## config.mk

```make
export PLATFORM = sky130hd
export DESIGN_NAME = fetch_decode_unit_flat
export DESIGN_NICKNAME = d
export VERILOG_FILES = /design/src/rtl/fetch_decode_unit_if.sv /design/src/rtl/fetch_decode_unit.sv /design/src/flat_wrapper.sv
export SDC_FILE = /design/constraint.sdc
export NUM_CORES = 1
export LEC_CHECK = 0
export BUFFER_PORTS_ARGS = -buffer_cell sky130_fd_sc_hd__clkbuf_2
export CAP_MARGIN = 20
export CORE_UTILIZATION = 45
export CTS_CLUSTER_SIZE = 12
export DETAILED_ROUTE_END_ITERATION = 16
export PLACE_DENSITY = 0.88
export SETUP_SLACK_MARGIN = 0.4
export SLEW_MARGIN = 20
export SYNTH_ARGS = -nofsm -noshare
export SYNTH_HDL_FRONTEND = slang
export SYNTH_SLANG_ARGS = --single-unit
```

## constraint.sdc

```tcl
create_clock -name clk -period 1.9 [get_ports clk]
set_input_delay 0.57 -clock clk [delete_from_list [all_inputs] [get_ports clk]]
set_output_delay 0.57 -clock clk [all_outputs]
set_load 0.01 [all_outputs]
```

## src/rtl/fetch_decode_unit_if.sv

```systemverilog
// Bus bundle between the fetch/decode sequencer, the halfword instruction
// memory and the bus interface unit (BIU).
interface fetch_decode_unit_if;
   logic [15:0] mem_addr;
   logic        mem_rd;
   logic [15:0] mem_data;
   logic        mem_ready;
   logic [31:0] ir;
   logic        biu_cs;
   logic [1:0]  biu_sel;
   logic        biu_ready;

   modport master (
      output mem_addr, mem_rd, ir, biu_cs, biu_sel,
      input  mem_data, mem_ready, biu_ready
   );

   modport slave (
      input  mem_addr, mem_rd, ir, biu_cs, biu_sel,
      output mem_data, mem_ready, biu_ready
   );
endinterface

```

## src/rtl/fetch_decode_unit.sv

```systemverilog
// Fetch/decode sequencer: fetches each 32-bit instruction as two halfwords,
// decodes the BIU operation and runs the BIU request/complete handshake.
module fetch_decode_unit #(
   parameter logic [15:0] RESET_PC    = 16'h0000,
   parameter int unsigned BIU_TIMEOUT = 255
) (
   input  logic                clk,
   input  logic                rst,
   input  logic                run,
   fetch_decode_unit_if.master bus,
   output logic [15:0]         pc,
   output logic                halted,
   output logic                err
);

   localparam int unsigned      TMO_W     = (BIU_TIMEOUT < 2) ? 1 : $clog2(BIU_TIMEOUT + 1);
   localparam logic [TMO_W-1:0] TMO_LIMIT = TMO_W'(BIU_TIMEOUT);

   typedef enum logic [2:0] {
      IDLE,
      FETCH_HI,
      FETCH_LO,
      DECODE,
      DISPATCH,
      WAIT_BIU,
      HALT,
      ERROR
   } state_t;

   state_t           state_q, state_d;
   logic [15:0]      pc_q, pc_d;
   logic [31:0]      ir_q, ir_d;
   logic [1:0]       sel_q, sel_d;
   logic [TMO_W-1:0] tmo_q, tmo_d;
   logic [TMO_W-1:0] tmo_inc;
   logic             tmo_hit;

   // The counter shares one increment for both handshake phases; it is
   // cleared on the transition into each phase.
   assign tmo_inc = tmo_q + TMO_W'(1);
   assign tmo_hit = (tmo_inc == TMO_LIMIT);

   always_comb begin
      // NOTE: every signal written here gets a default first, so no path through the case can infer a latch.
      state_d = state_q;
      pc_d    = pc_q;
      ir_d    = ir_q;
      sel_d   = sel_q;
      tmo_d   = tmo_q;

      unique case (state_q)
         IDLE: begin
            if (run && bus.biu_ready) state_d = FETCH_HI;
         end
         FETCH_HI: begin
            if (bus.mem_ready) begin
               ir_d[31:16] = bus.mem_data;
               state_d     = FETCH_LO;
            end
         end
         FETCH_LO: begin
            if (bus.mem_ready) begin
               ir_d[15:0] = bus.mem_data;
               pc_d       = pc_q + 16'd2;
               state_d    = DECODE;
            end
         end
         DECODE: begin
            if (ir_q[31:30] == 2'b11) begin
               state_d = HALT;
            end else begin
               sel_d   = ir_q[31:30];
               tmo_d   = '0;
               state_d = DISPATCH;
            end
         end
         DISPATCH: begin
            if (!bus.biu_ready) begin
               tmo_d   = '0;
               state_d = WAIT_BIU;
            end else begin
               tmo_d = tmo_inc;
               if (tmo_hit) state_d = ERROR;
            end
         end
         WAIT_BIU: begin
            if (bus.biu_ready) begin
               state_d = run ? FETCH_HI : IDLE;
            end else begin
               tmo_d = tmo_inc;
               if (tmo_hit) state_d = ERROR;
            end
         end
         HALT, ERROR: begin
         end
         default: state_d = IDLE;
      endcase
   end

   always_ff @(posedge clk) begin
      // NOTE: state registers use non-blocking assignments so every flop samples pre-edge values.
      if (rst) begin
         state_q <= IDLE;
         pc_q    <= RESET_PC;
         ir_q    <= '0;
         sel_q   <= 2'b00;
         tmo_q   <= '0;
      end else begin
         state_q <= state_d;
         pc_q    <= pc_d;
         ir_q    <= ir_d;
         sel_q   <= sel_d;
         tmo_q   <= tmo_d;
      end
   end

   // Bus strobes decode straight from the registered state, so a timeout
   // drops biu_cs on the same edge that enters ERROR.
   always_comb begin
      bus.mem_rd   = 1'b0;
      bus.mem_addr = '0;
      bus.biu_cs   = 1'b0;
      unique case (state_q)
         FETCH_HI: begin
            bus.mem_rd   = 1'b1;
            bus.mem_addr = pc_q;
         end
         FETCH_LO: begin
            bus.mem_rd   = 1'b1;
            bus.mem_addr = pc_q + 16'd1;
         end
         DISPATCH: bus.biu_cs = 1'b1;
         default: begin
         end
      endcase
   end

   assign bus.ir      = ir_q;
   assign bus.biu_sel = sel_q;
   assign pc          = pc_q;
   assign halted      = (state_q == HALT);
   assign err         = (state_q == ERROR);

endmodule

```

## src/flat_wrapper.sv

```systemverilog
// flat-port wrapper written by rule: the top's interface ports become plain ports
module fetch_decode_unit_flat 
#(
   parameter logic [15:0] RESET_PC    = 16'h0000,
   parameter int unsigned BIU_TIMEOUT = 255
)
  (clk, rst, run, pc, halted, err, bus_mem_addr, bus_mem_rd, bus_ir, bus_biu_cs, bus_biu_sel, bus_mem_data, bus_mem_ready, bus_biu_ready);
  fetch_decode_unit_if bus_i ();
  input  logic clk;
  input  logic rst;
  input  logic run;
  output logic [15:0] pc;
  output logic halted;
  output logic err;
  output wire logic [$bits(bus_i.mem_addr)-1:0] bus_mem_addr;
  output wire logic [$bits(bus_i.mem_rd)-1:0] bus_mem_rd;
  output wire logic [$bits(bus_i.ir)-1:0] bus_ir;
  output wire logic [$bits(bus_i.biu_cs)-1:0] bus_biu_cs;
  output wire logic [$bits(bus_i.biu_sel)-1:0] bus_biu_sel;
  input wire logic [$bits(bus_i.mem_data)-1:0] bus_mem_data;
  input wire logic [$bits(bus_i.mem_ready)-1:0] bus_mem_ready;
  input wire logic [$bits(bus_i.biu_ready)-1:0] bus_biu_ready;
  assign bus_mem_addr = bus_i.mem_addr;
  assign bus_mem_rd = bus_i.mem_rd;
  assign bus_ir = bus_i.ir;
  assign bus_biu_cs = bus_i.biu_cs;
  assign bus_biu_sel = bus_i.biu_sel;
  assign bus_i.mem_data = bus_mem_data;
  assign bus_i.mem_ready = bus_mem_ready;
  assign bus_i.biu_ready = bus_biu_ready;
  fetch_decode_unit #(.RESET_PC(RESET_PC), .BIU_TIMEOUT(BIU_TIMEOUT)) u_core (.clk(clk), .rst(rst), .run(run), .bus(bus_i), .pc(pc), .halted(halted), .err(err));
endmodule
```

Yosys cells after proc, flatten, opt, wreduce, memory -nomap -nowiden
Index checks and enable logic that the tools add are counted.

Add/sub/neg operators: 3. Eq/ne operators: 14. Multiplexer cells: 16. Bitwise gates (word level): 1. Reduce and logical (&&, ||, !) cells: 10.

Operators with widths (count): $pmux 16 s2 (1); $mux 8 (3); $pmux 8 s3 (1); $mux 3 (6); $pmux 3 s6 (1); $add 16x1->16 const B (1); $add 16x2->16 const B (1); $eq 3x3->1 const B (4); $add 8x1->8 const B (1); $eq 8x8->1 const B (1); $ne 2x2->1 const B (4); $eq 3x2->1 const B (2); $reduce_and 2->1 (3); $reduce_bool 6->1 (1); $reduce_and 4->1 (1); $eq 3x1->1 const B (1); $logic_not 3->1 (1); $mux 1 (3); $reduce_and 3->1 (1); $reduce_bool 3->1 (1); $eq 2x2->1 const B (1); $mux 2 (1); $ne 2x1->1 const B (1); $reduce_or 2->1 (1); other kinds (2) (2).

Flip-flop bits (word level): 61. Input port bits: 21.

Logic depth before layout (Yosys ltp)
Depth after elaboration: 5. Mapped depth: 7. Mapped depth without buffers: 6.

Worst setup path before layout
No wires, ideal clock.

Path type: reg-to-reg. Start: register u_core.tmo_q[0]. End: register u_core.state_q[0]. Library setup time: 0.086 ns. Data arrival time: 1.976 ns. Setup slack: -0.162 ns. Cell stages (with the launch flop): 7. Path buffers: 0. Clock period less this slack: 2.062 ns. Path through: dfxtp_1 > ha_1 > nand3_2 > or3_1 > a2111o_1 > or3_1 > a221oi_2.

Longest elaborated chain between the ends: 5. Elaborated cells on any way between the ends: 6.

RTL lines: start: declaration (RTL line fetch_decode_unit.sv:34) `logic [TMO_W-1:0] tmo_q, tmo_d;`; start signal: assignment (RTL line fetch_decode_unit.sv:113) `tmo_q <= tmo_d;`; $add 8x1->8 (*) (RTL line fetch_decode_unit.sv:40) `assign tmo_inc = tmo_q + TMO_W'(1);`; $eq 8x8->1 (*) (RTL line fetch_decode_unit.sv:41) `assign tmo_hit = (tmo_inc == TMO_LIMIT);`; $mux 3 (*); $mux 3 (on tied branches); $pmux 3 s6 (*); end signal: assignment (RTL line fetch_decode_unit.sv:109) `state_q <= state_d;`; end: declaration (RTL line fetch_decode_unit.sv:30) `state_t state_q, state_d;`.

Every way passes the cells marked *; elsewhere a longest branch is shown, timed or not. A chain may end at the register's enable or synchronous reset.

Worst setup path in the final report
Start: register u_core.tmo_q[1]. End: register u_core.state_q[0].

Same word-level chain as after synthesis.

==> metrics <==
hold_sp=u_core.bus.ir[16]; met1 Usage GRT=30.43%; CTS tree=yes; # placed instances=495; unrepaired setup endpoints after global routing=yes; Starting Density=around 47%; hold crit path type=flop to flop; Yosys warning count=0; crit path DAT=2.32 ns; Die Y=78.10 um; row count=27; H-Tree Depth=3; Setup Skew=0.01224 ns; Crit. End Element=flop; failing checks=setup timing; status=finished, violations left; leakage=0.001887 uW; Post-synth EDFFs=0; vias in the first global route=2,677; Hold-fix buffers, CTS=0; slowest stage delay, CP=0.39 ns; io pins=91; CP top delay family=simple AND/OR/NAND/NOR gates; Tot GR Track Use=27.94%; Crit path top cell by count=or3_4; antenna fix cells=0; post-synthesis cell count=334; prevailing post-synth register cell=dfxtp_1; Final Core Density=84.39%; CP Class=flop to flop; Final Cycle Share=109.4%; Slew Viols, Final=0; Power Total=3745 uW; Mapped Area=around 2600 sq um; routed vias=approximately 3,200; min Tclk post-route=2.078 ns; wire per inst=about 20 um; largest net degree at the start of global routing=32; Initial DRC Count=253; worst-case clock buffer depth=2; layer with the highest usage=met2; WP data required=2.14 ns; die width=78.10 um; fin cells=544; initial antenna violation count=0; PwrDens=roughly 800 nW/um^2; vias per cell=just under 6; CP max stage cell=a2111o_1; # DRC=0; Num CTS Buffers=9; Fillers=roughly 280; MaxCap Viol Count=0; Post-DRT Antenna Nets=0; first-pass GRT wire length=13.08 mm; Post-synth ARST share=0%; FF+latch area=about 1200 sq um; clk_lat worst skew=0.35 ns; CP bufs+invs=0; Net Count, Synth=358; clock sink count=60; Routed WL=11.06 mm; number of synthesized register bits=60; CP startpoint kind=flop; core box area=5540 sq um; DRT Pass-1 Iters=5; crit-path max FO=2; CTS Root Buffer Type=clkbuf_8; fmax=481.3 MHz; design area=4676 sq um; CP cell instances=ha_4 > nand3_4 > or3_4 > a2111o_1 > or3_4 > a221oi_2; Distinct cells, synth=36; final hold violation count=0; DIE AREA=between 6000 and 7000 sq um; Setup violations, final=19; global routing usage on met2=50.26%; routability cong.=0.8677; Crit. Startpoint=u_core.tmo_q[1]; dpl hpwl=4.820 mm; post-synthesis sequential area ratio=46.09%; Reg2Reg Launch Point=u_core.tmo_q[1]; Final WS setup=-0.1777 ns; fin nets=492; VDD IR max=0.0007315 V; Area Overhead vs Synth=79.40%; Mapped Avg Cell Area=roughly 7.8 sq um; layout cell share with drive strength beyond 1=65.89%; multi-input logic area=~2000 sq um; GR Util met3=5.698%; total gr overflow=0; instance area after placement=3306 sq um; I/O Buffers=89; Reg clk slew, reported paths=0.07 ns
logic make-up (layout without fill, tap and decap cells):
group	count (synthesis)	after routing	synth area share [%]
compound gates	60	60	12.77
other cells	1	1	0.1439
simple gates	169	169	29.86
flops	60	60	46.09
fa+ha+maj	3	3	1.440
xor+xnor	18	18	6.049
buf+inv	23	161	3.649
worst register-to-register path: cells and delay by family, from the launching register on:
kind            cells  cell delay, ns
flops               1            0.37
fa+ha+maj           1            0.16
simple gates        3            0.78
compound gates      2            0.66
layout make-up:
cell class	count	share of cell area (%)
inverters	3	0.4014
well taps	72	1.927
flip-flops and latches	60	26.49
repair buffers	143	24.43
clock inverters	6	1.713
multi-input cells	251	42.39
clock buffers	9	2.649
layer usage:
layer / share of wire, % / wire (um) / vias up
met2: 50 / 5506 / 209
li1: - / - / 1381
met4: 4.9 / 541 / 0
met1: 38 / 4194 / 1540
met3: 7.3 / 812 / 65
met5: 0 / 0 / -
layout by cell type, fill, tap and decap left out, types with 3 or more instances in the layout:
| master | count |
|---|---|
| clkinv_2 | 4 |
| buf_2 | 5 |
| buf_12 | 6 |
| buf_4 | 22 |
| o21ai_2 | 3 |
| clkbuf_8 | 9 |
| and2_1 | 3 |
| dfxtp_2 | 15 |
| and2_4 | 12 |
| xor2_1 | 12 |
| nor2_4 | 11 |
| nand4_1 | 6 |
| clkbuf_2 | 69 |
| dfxtp_4 | 5 |
| nand2_4 | 20 |
| nand3_1 | 8 |
| a21oi_1 | 7 |
| nor2_1 | 23 |
| nand2_2 | 17 |
| dfxtp_1 | 40 |
| xnor2_1 | 3 |
| a21oi_2 | 39 |
| buf_6 | 37 |
| buf_8 | 3 |
| nand2_1 | 40 |
| or3_4 | 5 |
path summary, 6_finish.rpt:
check,end,cells past startpoint,slack [ns]
setup reg to reg,u_core.state_q[0],6,-0.18
hold / removal,u_core.bus.ir[16],2,0.46
hold reg to reg,u_core.bus.ir[16],2,0.46
setup / recovery,u_core.state_q[0],6,-0.18
power by group:
group	leakage (uW)	switching, uW	internal (uW)
logic	0.00128	578	524
clock network	0.000109	535	722
registers	0.000496	68.2	1320
total	0.00189	1180	2560
Yosys cell counts, types with 3 or more instances:
master	n	share of area, %
nor3_1	5	0.96
inv_1	3	0.43
xnor2_1	5	1.7
clkbuf_1	14	2.0
or3_1	5	1.2
buf_2	4	0.77
nor2_1	36	5.2
xor2_1	13	4.4
a21oi_1	46	8.8
dfxtp_1	60	46
ha_1	3	1.4
o21ai_0	8	1.5
nand3_1	10	1.9
nand4_1	6	1.4
nand2_1	77	11
and2_1	16	3.8
through the flow:
step           hold slack, ns  setup WS, ns  setup TNS (ns)
2_1_floorplan          0.4584      0.005390               0
3_3_place_gp           0.4420     -0.004399       -0.004399
3_5_place_dp           0.4454      -0.04058        -0.04058
4_1_cts                0.4497      -0.04524         -0.6151
5_1_grt                0.4572       -0.1879          -2.426
6_report               0.4613       -0.1777          -1.457
repair_timing:
item | in CTS | in global routing
gates cloned | 0 | 3
gates resized for setup | 67 | 200
setup buffers | 17 | 14
endpoints found under the hold margin | 0 | 0
setup endpoints to repair | 49 | 81
pin swaps | 19 | 63
state kept, by name (all words and copies together) (netlist names):
name                cells
u_core.bus.biu_sel      2
u_core.bus.ir          32
u_core.tmo_q            8
u_core.pc              15
u_core.state_q          3
Power figures use the tool's default switching activity.
